==> src/rtl/line_scan_sequencer.sv <==
`default_nettype none
// ============================================================================
// Module      : line_scan_sequencer
// Description : Drives the select inputs of a 3-to-8 line decoder, stepping
//               through the lines enabled in a mask and holding each one for
//               dwell+1 cycles. Supports one-shot and continuous scanning.
// Ports       : clk      - system clock, rising edge
//               reset    - synchronous active-high reset
//               start    - begin a scan (IDLE only)
//               stop     - abort a scan (SCAN only)
//               oneshot  - 1 = single frame, 0 = continuous (captured at start)
//               mask     - lines to visit (captured at start)
//               dwell    - per-line hold is dwell+1 cycles (captured at start)
//               Enable   - decoder enable, high only while scanning
//               A, B, C  - decoder select, A is MSB
//               busy     - high while scanning
//               done     - one-cycle pulse at the end of each frame
// Revision    : 1.0 - initial release
// ============================================================================
module line_scan_sequencer #(
    parameter int DWELL_W = 8
) (
    input  logic               clk,
    input  logic               reset,
    input  logic               start,
    input  logic               stop,
    input  logic               oneshot,
    input  logic [7:0]         mask,
    input  logic [DWELL_W-1:0] dwell,
    output logic               Enable,
    output logic               A,
    output logic               B,
    output logic               C,
    output logic               busy,
    output logic               done
);

    typedef enum logic [0:0] {
        S_IDLE = 1'b0,
        S_SCAN = 1'b1
    } state_t;

    state_t             r_state;
    logic [2:0]         r_idx;
    logic [DWELL_W-1:0] r_cnt;
    logic [DWELL_W-1:0] r_dwell;
    logic [7:0]         r_mask;
    logic               r_oneshot;
    logic               r_enable;
    logic               r_busy;
    logic               r_done;

    logic               w_has_next;
    logic [2:0]         w_next_idx;
    logic [2:0]         w_start_idx;
    logic [2:0]         w_wrap_idx;
    logic               w_expired;

    // Index of the lowest set bit; callers guarantee the mask is nonzero.
    function automatic logic [2:0] f_lowest(input logic [7:0] m);
        logic [2:0] r;
        r = 3'd0;
        for (int i = 7; i >= 0; i--) begin
            if (m[i]) r = 3'(i);
        end
        return r;
    endfunction

    // Next enabled line strictly above the current one. Scanning downward
    // lets the lowest qualifying bit win.
    always_comb begin
        w_has_next = 1'b0;
        w_next_idx = r_idx;
        for (int i = 7; i >= 0; i--) begin
            if (r_mask[i] && (3'(i) > r_idx)) begin
                w_has_next = 1'b1;
                w_next_idx = 3'(i);
            end
        end
    end

    assign w_start_idx = f_lowest(mask);
    assign w_wrap_idx  = f_lowest(r_mask);
    assign w_expired   = (r_cnt == r_dwell);

    always_ff @(posedge clk) begin
        if (reset) begin
            r_state   <= S_IDLE;
            r_idx     <= 3'd0;
            r_cnt     <= '0;
            r_dwell   <= '0;
            r_mask    <= 8'd0;
            r_oneshot <= 1'b0;
            r_enable  <= 1'b0;
            r_busy    <= 1'b0;
            r_done    <= 1'b0;
        end else begin
            r_done <= 1'b0;
            case (r_state)
                S_IDLE: begin
                    if (start && (mask != 8'd0)) begin
                        r_state   <= S_SCAN;
                        r_mask    <= mask;
                        r_dwell   <= dwell;
                        r_oneshot <= oneshot;
                        r_idx     <= w_start_idx;
                        r_cnt     <= '0;
                        r_enable  <= 1'b1;
                        r_busy    <= 1'b1;
                    end
                end
                S_SCAN: begin
                    // stop outranks dwell expiry and frame completion.
                    if (stop) begin
                        r_state  <= S_IDLE;
                        r_enable <= 1'b0;
                        r_busy   <= 1'b0;
                    end else if (w_expired) begin
                        r_cnt <= '0;
                        if (w_has_next) begin
                            r_idx <= w_next_idx;
                        end else if (r_oneshot) begin
                            // Index is left on the final line.
                            r_state  <= S_IDLE;
                            r_enable <= 1'b0;
                            r_busy   <= 1'b0;
                            r_done   <= 1'b1;
                        end else begin
                            r_idx  <= w_wrap_idx;
                            r_done <= 1'b1;
                        end
                    end else begin
                        // Cannot wrap: it is cleared once it reaches r_dwell.
                        r_cnt <= r_cnt + DWELL_W'(1);
                    end
                end
                default: begin
                    r_state  <= S_IDLE;
                    r_enable <= 1'b0;
                    r_busy   <= 1'b0;
                end
            endcase
        end
    end

    assign Enable = r_enable;
    assign A      = r_idx[2];
    assign B      = r_idx[1];
    assign C      = r_idx[0];
    assign busy   = r_busy;
    assign done   = r_done;

endmodule
`default_nettype wire

==> config.mk <==
export PLATFORM = sky130hd
export DESIGN_NAME = line_scan_sequencer
export DESIGN_NICKNAME = d
export VERILOG_FILES = /design/src/rtl/line_scan_sequencer.sv
export SDC_FILE = /design/constraint.sdc
export NUM_CORES = 1
export LEC_CHECK = 0
export CORE_ASPECT_RATIO = 0.8
export CORE_MARGIN = 4
export CORE_UTILIZATION = 59
export CTS_BUF_LIST = sky130_fd_sc_hd__clkbuf_4 sky130_fd_sc_hd__clkbuf_8
export CTS_CLUSTER_SIZE = 16
export DETAILED_ROUTE_END_ITERATION = 10
export GPL_ROUTABILITY_DRIVEN = 0
export GPL_TIMING_DRIVEN = 0
export MAX_ROUTING_LAYER = met4
export PLACE_DENSITY_LB_ADDON = 0.12
export SKIP_CTS_REPAIR_TIMING = 1
export SYNTH_ARGS = -nofsm -noshare
export SYNTH_HDL_FRONTEND = slang
export SYNTH_SLANG_ARGS = --single-unit
==> constraint.sdc <==
create_clock -name clk -period 3.28 [get_ports clk]
set_input_delay 0.82 -clock clk [delete_from_list [all_inputs] [get_ports clk]]
set_output_delay 0.82 -clock clk [all_outputs]
set_load 0.02 [all_outputs]
==> flow_summary.ini <==
[power]
pwr-share-seq = 0.502
power.density_nw_per_um2 = 414
p_int_uw = 583
leakagePower_nw = 0.752
comb_power_share = 0.222
p_switching_uw = 249
swShare = 0.299
irDropWorstVdd_mv = 0.300
clockPowerShare = 0.277

[routing]
drt_pass1_iterations = 4
wl_per_cell_um = 15.7
ant_nets = 0
route.detailed.drc = 0
routed_wl_mm = 4.17
drt_iter0_drc = 116
vias = 1582
via_per_inst = 5.97

[logic_synthesis]
yosys_most_used_dff = dfxtp_1
synth.cell_area_um2 = 1650
synth_edf_count = 0
ys_seq_area_frac = 0.377
synth_warnings = 0
syn_inst = 196
avgSynthCellArea_um2 = 8.41
ys_seq_elements = 31
ys_types = 44
async_flop_share = 0
synth_fp_nets = 218

[global_routing]
grt_pass1_vias = 1533
grt_usage = 0.246
gr-total-overflow = 0
grt_pass1_wl_mm = 6.95
antenna_found_initial = 0
grt_max_degree = 11

[outcome]
status = complete, no violations

[worst_setup_path]
cp_cell_sequence = clkdlybuf4s50_1 -> nor4_1 -> a21oi_1 -> buf_2 -> nor2_1 -> mux2i_1 -> nor2_1
critPathKind = input port to flip-flop
slowest_stage = clkdlybuf4s50_1
crit_top_cell = nor2_1
worstPathRequired_ps = 3490
end_kind = flip-flop
cp_slowest_stage_delay_ps = 540
cp-start-kind = input port
crit_fanout = 10
worst_ep_arrival_time_ps = 2670

[finish]
layout_common_cells = nor2_1, dfxtp_1, clkdlybuf4s50_1, a21oi_1, mux2i_1
drive_above_1_share = 0.0611
antenna_cells = 0
nFillCells = 202
layout_commonest_cell = nor2_1
nNetsFinal = 251
final_util = 0.784
layout-area-overhead-vs-synth_pct = 21.9

[sta]
fmax_mhz = 407
slew_violations = 0
fin_skew_ps = 6.14
rsz0062_at_grt = false
worst_pin_slew_ps = 511
finalSetupViolCount = 0
period_share = 0.749
setup_tns_ps = 0
min_period_ps = 2460
hold_violations = 0
slew_headroom = 0.659
setup_ws_ps = 825

[die]
ios = 27
start_util = 0.643
fp.coreArea_um2 = 2560
die_area_um2 = 3710
die_h_um = 55.3
die_w_um = 67.1
rows = 16

[clocking]
clk_latency_ps = 330
cts_tree = yes
clock_sinks = 31
cts_buffer_depth = 2
ctsRootBufferMaster = clkbuf_4
h-tree-depth = 2
cts_buffers = 5
clk_pin_slew_worst_paths_ps = 100

[job]
drv_cap = 0

[placed_design]
dp_slack_ps = 540
hpwl_mm = 3.18
io_buffer_count = 26

[min_path]
hold_class = flip-flop to flip-flop
-- per-layer routing --
layer,track usage,part of all wire
met5,-,0
met1,0.325,0.44
met2,0.367,0.47
met3,0.0629,0.085
met4,0.0780,0.011
-- registers in the layout (all words and copies together) (netlist names) --
name,cells
r_dwell,8
r_mask,8
r_idx,3
r_state,1
r_cnt,8
done,1
r_oneshot,1
busy,1
-- synth_stat cells (all sizes together), types with 4 or more instances --
| library cell | count | area [um2] |
|---|---|---|
| nand2 | 4 | 15.0 |
| clkbuf | 4 | 15.0 |
| or3 | 4 | 25.0 |
| buf | 5 | 33.8 |
| nor2 | 33 | 126 |
| a21oi | 19 | 95.1 |
| nor2b | 4 | 25.0 |
| and3 | 4 | 25.0 |
| nand2b | 6 | 37.5 |
| nand3 | 4 | 20.0 |
| dfxtp | 31 | 621 |
| inv | 7 | 26.3 |
| mux2i | 16 | 160 |
| a311oi | 5 | 43.8 |
| xnor2 | 8 | 70.1 |
| o21ai | 6 | 30.0 |
-- stage by stage --
step                      area [um2]  std cells  total power, mW  hold slack [ps]
after global placement          1950        258            0.597              452
after floorplan                 1650        196            0.536              426
after CTS                       2010        265            0.830              493
after detailed placement        1950        258            0.606              457
final                           2010        265            0.832              490
after global routing            2010        265            0.868              513
-- final timing paths --
path | from | to | slack [ps] | depth (start not counted)
hold / removal | r_oneshot | busy | 490 | 1
setup reg to reg | r_state | r_cnt[0] | 1420 | 6
hold reg to reg | r_oneshot | busy | 490 | 1
setup / recovery | mask[5] | r_cnt[0] | 820 | 7
-- logic make-up (layout without fill, tap and decap cells) --
| kind of cell | Yosys count | in the layout | synth area share |
|---|---|---|---|
| buf+inv | 16 | 49 | 0.0456 |
| flops | 31 | 31 | 0.377 |
| mux | 16 | 16 | 0.0972 |
| fa+ha+maj | 1 | 1 | 0.00759 |
| simple gates | 72 | 72 | 0.219 |
| xor+xnor | 8 | 8 | 0.0425 |
| compound gates | 52 | 52 | 0.211 |
-- power groups by stage --
stage	clock network (mW)	registers [mW]	logic, mW
detailed placement	0	0.425	0.181
global placement	0	0.424	0.173
floorplan	0	0.425	0.112
global route	0.246	0.420	0.202
CTS	0.231	0.416	0.183
finish	0.230	0.417	0.184
-- layout make-up --
type                            count  area, um2  share of cell area
Multi-Input combinational cell    149        952               0.474
Sequential cell                    31        621               0.309
Timing Repair Buffer               26        260               0.130
Clock buffer                        6       51.3              0.0255
Buffer                              9       48.8              0.0243
Tap cell                           36       45.0              0.0224
Inverter                            7       26.3              0.0131
Clock inverter                      1       5.00             0.00249
-- worst max-delay path, delay by kind of cell --
| family | cells | cell delay (ps) |
|---|---|---|
| multiplexers | 1 | 160 |
| buffers and inverters | 2 | 940 |
| AND/OR/NAND/NOR | 3 | 300 |
| AO/OA/AOI/OAI | 1 | 440 |
(Power assumes the default switching activity.)
